--- src/rtl/max_pool_sched.sv ---
// ---------------------------------------------------------------------------
// max_pool_sched
//
// Event scheduler and sequencer for the per-grid max-pool datapath
// (max_pool_x). Layer-4 events (x, y, feature pack) are buffered in a small
// FIFO and handed to the pool one at a time. The head event is registered
// onto pool_x/pool_y/pool_feat. The pool then gets one setup cycle, followed
// by a one-cycle pool_start. The scheduler then waits for pool_done. The
// pooled result is captured into an output register that is drained through
// a valid/ready handshake.
//
// Optional feature (macro MAXP_SCHED_WDOG_EN):
//   Adds a WAIT-state watchdog and the sticky wdog_err output. On a timeout
//   the event is dropped and pool_clean pulses for one cycle.
//
// Ports:
//   clk, rst            clock, synchronous active-high reset
//   event_stream_clean  synchronous flush, same effect as rst
//   in_valid/in_ready   event input handshake; in_x, in_y, in_feat payload
//   pool_clean          reset/flush forwarded to the pool (combinational)
//   pool_start          one-cycle start strobe to the pool
//   pool_x/y/feat       registered event presented to the pool
//   pool_done           pool completion pulse
//   pool_grid_idx       grid index reported by the pool
//   pool_x_out/dx_out   pooled x and pooled dx reported by the pool
//   out_valid/out_ready result handshake
//   out_grid_idx/out_x/out_dx  held result
//   busy                FSM active or FIFO non-empty
//   fifo_count          FIFO occupancy
//   wdog_err            sticky watchdog error (MAXP_SCHED_WDOG_EN only)
// ---------------------------------------------------------------------------
module max_pool_sched #(
    parameter int L4_OUT_C    = 32,
    parameter int F_WIDTH     = 8,
    parameter int X_W         = 7,
    parameter int Y_W         = 7,
    parameter int GI_W        = 6,
    parameter int DEPTH       = 4,
    parameter int WDOG_CYCLES = 16,
    localparam int PW         = L4_OUT_C * F_WIDTH,
    localparam int AW         = $clog2(DEPTH),
    localparam int CW         = AW + 1
) (
    input  logic            clk,
    input  logic            rst,
    input  logic            event_stream_clean,
    input  logic            in_valid,
    output logic            in_ready,
    input  logic [X_W-1:0]  in_x,
    input  logic [Y_W-1:0]  in_y,
    input  logic [PW-1:0]   in_feat,
    output logic            pool_clean,
    output logic            pool_start,
    output logic [X_W-1:0]  pool_x,
    output logic [Y_W-1:0]  pool_y,
    output logic [PW-1:0]   pool_feat,
    input  logic            pool_done,
    input  logic [GI_W-1:0] pool_grid_idx,
    input  logic [PW-1:0]   pool_x_out,
    input  logic [PW-1:0]   pool_dx_out,
    output logic            out_valid,
    input  logic            out_ready,
    output logic [GI_W-1:0] out_grid_idx,
    output logic [PW-1:0]   out_x,
    output logic [PW-1:0]   out_dx,
    output logic            busy,
`ifdef MAXP_SCHED_WDOG_EN
    output logic            wdog_err,
`endif
    output logic [CW-1:0]   fifo_count
);

    typedef enum logic [1:0] {
        S_IDLE,
        S_SETUP,
        S_START,
        S_WAIT
    } state_t;

    state_t state;
    state_t state_nxt;

    logic clean;
    logic push;
    logic pop;
    logic done_accept;
    logic load_head;
    logic wdog_timeout;

    logic [AW-1:0] wr_ptr;
    logic [AW-1:0] rd_ptr;

    logic [X_W-1:0] fifo_x    [DEPTH];
    logic [Y_W-1:0] fifo_y    [DEPTH];
    logic [PW-1:0]  fifo_feat [DEPTH];

    // Reset and flush share the same path.
    assign clean = rst | event_stream_clean;

    // A push at full is refused even when a pop lands in the same cycle.
    assign in_ready = (fifo_count < CW'(DEPTH));
    assign push     = in_valid & in_ready;

    // The head entry stays in the FIFO while it is being pooled. It is only
    // popped once the pool finishes, or once the watchdog gives up on it.
    assign done_accept = (state == S_WAIT) & pool_done;
    assign pop         = done_accept | wdog_timeout;

    assign busy = (state != S_IDLE) | (fifo_count != '0);

`ifdef MAXP_SCHED_WDOG_EN
    localparam int WW = $clog2(WDOG_CYCLES + 1);

    logic [WW-1:0] wdog_cnt;

    // The timeout fires on the WDOG_CYCLES-th consecutive WAIT cycle without
    // pool_done. A done in that same cycle still wins.
    assign wdog_timeout = (state == S_WAIT) & ~pool_done &
                          (wdog_cnt == WW'(WDOG_CYCLES - 1));

    // The pool is also flushed on a timeout, so it does not carry a stuck
    // job into the next event.
    assign pool_clean = clean | wdog_timeout;

    // The watchdog counter only runs in WAIT. The error flag is sticky until
    // the next reset or flush.
    always_ff @(posedge clk) begin
        if (clean) begin
            wdog_cnt <= '0;
            wdog_err <= 1'b0;
        end else begin
            if (state == S_WAIT && !pool_done && !wdog_timeout) begin
                wdog_cnt <= wdog_cnt + 1'b1;
            end else begin
                wdog_cnt <= '0;
            end
            if (wdog_timeout) begin
                wdog_err <= 1'b1;
            end
        end
    end
`else
    // Without the watchdog, WAIT is left only on pool_done. The limit can
    // never be negative, so this term is constant zero. It is written this
    // way so that both builds share one parameter list.
    assign wdog_timeout = (WDOG_CYCLES < 0);
    assign pool_clean   = clean;
`endif

    // FIFO storage. The payload is not reset, because the pointers and count
    // alone decide which entries are meaningful.
    always_ff @(posedge clk) begin
        if (push) begin
            fifo_x[wr_ptr]    <= in_x;
            fifo_y[wr_ptr]    <= in_y;
            fifo_feat[wr_ptr] <= in_feat;
        end
    end

    // FIFO pointers and occupancy. Pointers wrap naturally because DEPTH is
    // a power of two. A simultaneous push and pop leaves the count unchanged.
    always_ff @(posedge clk) begin
        if (clean) begin
            wr_ptr     <= '0;
            rd_ptr     <= '0;
            fifo_count <= '0;
        end else begin
            if (push) begin
                wr_ptr <= wr_ptr + 1'b1;
            end
            if (pop) begin
                rd_ptr <= rd_ptr + 1'b1;
            end
            case ({push, pop})
                2'b10:   fifo_count <= fifo_count + 1'b1;
                2'b01:   fifo_count <= fifo_count - 1'b1;
                default: fifo_count <= fifo_count;
            endcase
        end
    end

    // State register.
    always_ff @(posedge clk) begin
        if (clean) begin
            state <= S_IDLE;
        end else begin
            state <= state_nxt;
        end
    end

    // Next-state and strobe logic. A new event is only launched once the
    // previous result has been drained. This keeps at most one result in
    // flight beyond the FIFO.
    always_comb begin
        state_nxt  = state;
        load_head  = 1'b0;
        pool_start = 1'b0;
        case (state)
            S_IDLE: begin
                if (fifo_count != '0 && !out_valid) begin
                    state_nxt = S_SETUP;
                    load_head = 1'b1;
                end
            end
            S_SETUP: begin
                state_nxt = S_START;
            end
            S_START: begin
                pool_start = ~clean;
                state_nxt  = S_WAIT;
            end
            S_WAIT: begin
                if (pool_done || wdog_timeout) begin
                    state_nxt = S_IDLE;
                end
            end
            default: begin
                state_nxt = S_IDLE;
            end
        endcase
    end

    // The event presented to the pool is loaded when leaving IDLE. It is then
    // held untouched through SETUP, START and WAIT.
    always_ff @(posedge clk) begin
        if (clean) begin
            pool_x    <= '0;
            pool_y    <= '0;
            pool_feat <= '0;
        end else if (load_head) begin
            pool_x    <= fifo_x[rd_ptr];
            pool_y    <= fifo_y[rd_ptr];
            pool_feat <= fifo_feat[rd_ptr];
        end
    end

    // Result register. It is filled on pool_done and held until the consumer
    // takes it. A pool_done outside WAIT is ignored.
    always_ff @(posedge clk) begin
        if (clean) begin
            out_valid    <= 1'b0;
            out_grid_idx <= '0;
            out_x        <= '0;
            out_dx       <= '0;
        end else if (done_accept) begin
            out_valid    <= 1'b1;
            out_grid_idx <= pool_grid_idx;
            out_x        <= pool_x_out;
            out_dx       <= pool_dx_out;
        end else if (out_valid && out_ready) begin
            out_valid <= 1'b0;
        end
    end

endmodule

--- config.mk ---
export PLATFORM = sky130hd
export DESIGN_NAME = max_pool_sched
export DESIGN_NICKNAME = d
export VERILOG_FILES = /design/src/rtl/max_pool_sched.sv
export SDC_FILE = /design/constraint.sdc
export NUM_CORES = 2
export LEC_CHECK = 0
export CAP_MARGIN = 20
export CORE_AREA = 10 10 608 610
export DETAILED_ROUTE_END_ITERATION = 7
export DIE_AREA = 0 0 618 620
export GPL_ROUTABILITY_DRIVEN = 1
export PLACE_DENSITY = 0.48
export REMOVE_ABC_BUFFERS = 1
export SLEW_MARGIN = 20
export SYNTH_ARGS = -nofsm -noshare
export SYNTH_HDL_FRONTEND = slang
export SYNTH_SLANG_ARGS = --single-unit
--- constraint.sdc ---
create_clock -name clk -period 10.6 [get_ports clk]
set_clock_uncertainty 0.15 [all_clocks]
set_input_delay 1.59 -clock clk [delete_from_list [all_inputs] [get_ports clk]]
set_output_delay 1.59 -clock clk [all_outputs]
set_load 0.02 [all_outputs]
==> impl_metrics.tcl <==
set metrics [dict create \
    crit_arrival_ps 4080 \
    finalNonFillerCells 11170 \
    async_flop_share_pct 0 \
    power_mw 15.91 \
    cts_max_level 4 \
    tightest_slew_ps 1031 \
    overflow 0 \
    cp_num_cells 5 \
    antenna_left 0 \
    drt_iter0_drc 2759 \
    port_buffers 1589 \
    yosysMostFrequentCell "nand2_1" \
    synth_warnings 0 \
    finalSetupViolCount 0 \
    worstSetupEndpointType "output pin" \
    cp_max_fo 81 \
    fin_util_pct 26.38 \
    crit_buf_inv 4 \
    die_y_um 620 \
    synth_edf_count 1080 \
    synth_top_area_cell "edfxtp_1" \
    pwr-share-seq_pct 49.5 \
    irDropWorstVdd_v 0.0001523 \
    power.switching_mw 3.495 \
    period_minus_slack_ps 5818 \
    max_stage_delay_ps 690 \
    leakage_nw 28.67 \
    nFillCells 36950 \
    min_path_cells 2 \
    synth_common_cells "1311 x nand2_1, 1080 x edfxtp_1, 798 x dfxtp_1" \
    ys_seq_area_share_pct 73.27 \
    synth_area_um2 66060 \
    syn_inst 4626 \
    cts_setup_buffers 0 \
    combPwrFrac_pct 4.7 \
    drc_errors 0 \
    rsz0062_at_grt "no" \
    drive_gt1_share_pct 10.38 \
    clk_latency_ps 900 \
    ys_top_cells_by_area "edfxtp_1 49%, dfxtp_1 24%, mux4_2 9.2%" \
    drt-total-wl_um 317500 \
    post-dp-hpwl_um 239800 \
    antenna_found_initial 211 \
    cp_slowest_cell "clkdlybuf4s50_1" \
    crit_family "buffers and inverters" \
    via_count 45260 \
    hold_buffers 0 \
    finalWeightedCongestion 0.9320 \
    grt_pass1_wl_um 416200 \
    drv_slew 0 \
    die_area_um2 383200 \
    fin_nets 6969 \
    status "finished clean" \
    firstDrtPassIters 7 \
    clk_pin_slew_worst_paths_ps 50 \
    synthFlopType "edfxtp_1" \
    power_frac_clock_pct 45.8 \
    path_cells "clkdlybuf4s50_1, nor2_4, buf_4, inv_8, clkdlybuf4s50_1" \
    initial_core_util_pct 18.48 \
    grt_max_degree 183 \
    pre_cts_ws_ps 4773 \
    groute.usage.overall_pct 15.67 \
    critPathRequiredTime_ps 8860 \
    worstSetupPathType "primary input to output pin" \
    max_slew_margin_pct 31.29 \
    wl_per_cell_um 28.42 \
    dp_cells 10720 \
    via_per_inst 4.052 \
    whs_ps 302.3 \
    swShare_pct 21.97 \
    critPathMostFrequentCell "clkdlybuf4s50_1" \
    syn_avg_cell_area_um2 14.28 \
    ys_ff_latch 1878 \
    hold_class "register to register" \
    cts_buffers 214 \
    ys_types 28 \
    p_int_mw 12.42 \
    cap_violations 0 \
    die_x_um 618 \
    fin_crit_sh_pct 54.89 \
    cts_sinks 1878 \
    reg2reg_depth 10 \
    ctsLongestPathBuffers 4 \
    rows 220 \
    synth_top_area_share_pct 49.09 \
    p_per_area_nw_per_um2 168.7 \
    io_pins 1590 \
    core-area_um2 357600 \
    root_buffer "clkbuf_16" \
    hold_viol_final 0 \
    max_freq_ghz 0.1719 \
    grt_pass1_vias 45640 \
    cts-resized-gates 0 \
    area_growth_pct 42.81 \
    crit_path_start_kind "primary input" \
    cts_tree "yes" \
    worst_slack_ps 4782 \
]
==> path summary, 6_finish.rpt <==
check | startpoint | slack (ps) | to
worst max-delay path | event_stream_clean | 4780 | pool_clean
worst min register to register | out_dx[8] | 300 | out_dx[8]
worst min-delay path | out_dx[8] | 300 | out_dx[8]
worst max register to register | state[1] | 6430 | fifo_count[2]
==> power by group through the flow <==
stage / Combinational (mW) / Sequential, mW / Clock [mW]
floorplan: 0.189 / 8.08 / 0
global placement: 0.755 / 8.03 / 0
global route: 0.797 / 7.88 / 7.81
finish: 0.749 / 7.88 / 7.29
CTS: 0.767 / 7.88 / 7.55
detailed placement: 0.763 / 8.03 / 0
==> cell families (layout without fill, tap and decap cells) <==
family	Yosys count	in the layout	share of synthesized area (%)
simple gates	1333	1333	7.646
compound gates	794	794	7.555
fa+ha+maj	10	10	0.2008
mux	273	273	9.250
buf+inv	333	2054	2.009
other cells	0	51	0
flops	1878	1878	73.27
xor+xnor	5	5	0.06630
==> through the flow <==
step / cell area (um^2) / TNS [ps]
final: 94340 / 0
after global routing: 94290 / 0
after CTS: 94220 / 0
after detailed placement: 87340 / 0
after global placement: 87340 / 0
after floorplan: 64780 / -9227100
==> flip-flops by register name, indices dropped and copies added, names as in the netlist <==
name	count
fifo_feat	1024
out_dx	256
out_x	256
pool_feat	256
fifo_x	28
fifo_y	28
pool_x	7
pool_y	7
out_grid_idx	6
fifo_count	3
rd_ptr	2
state	2
wr_ptr	2
out_valid	1
==> area by class of cell <==
cell class                      count  area [um^2]  area share [%]
Clock inverter                     85        738.2          0.7825
Tap cell                         4773         5972           6.330
Clock buffer                      313         6141           6.509
Multi-Input combinational cell   2415        16360           17.34
Antenna cell                       51        127.6          0.1353
Timing Repair Buffer             1644        16530           17.52
Inverter                           12        60.06         0.06366
Sequential cell                  1878        48410           51.32
==> worst register-to-register path, delay by kind of cell (launching register included) <==
family | cells | cell delay, ps
AO/OA/AOI/OAI | 1 | 170
XOR/XNOR | 1 | 160
adder cells (fa/ha/maj) | 3 | 950
buffers and inverters | 3 | 1540
flip-flops | 1 | 380
AND/OR/NAND/NOR | 2 | 750
==> metal layers <==
metal  vias to the layer above  global-route usage, %  wire [um]
met1                     22700                  14.88     102300
met2                      1712                  29.53     167700
li1                      20070                      -          -
met5                         -                      0        537
met3                       698                  6.107      28970
met4                        86                  7.268      18050
==> placed cells by master (no fill, tap or decap), types with 9 or more instances in the layout <==
cell type / count
nand2_1: 1310
clkbuf_8: 35
inv_1: 10
buf_12: 17
clkbuf_16: 217
clkinv_2: 42
clkinv_1: 16
buf_4: 38
dfxtp_1: 796
o2bb2ai_1: 270
mux4_2: 270
diode_2: 51
ha_1: 9
a21oi_1: 521
clkdlybuf4s50_1: 1589
clkbuf_1: 61
edfxtp_1: 1080
Power figures use the tool's default switching activity.
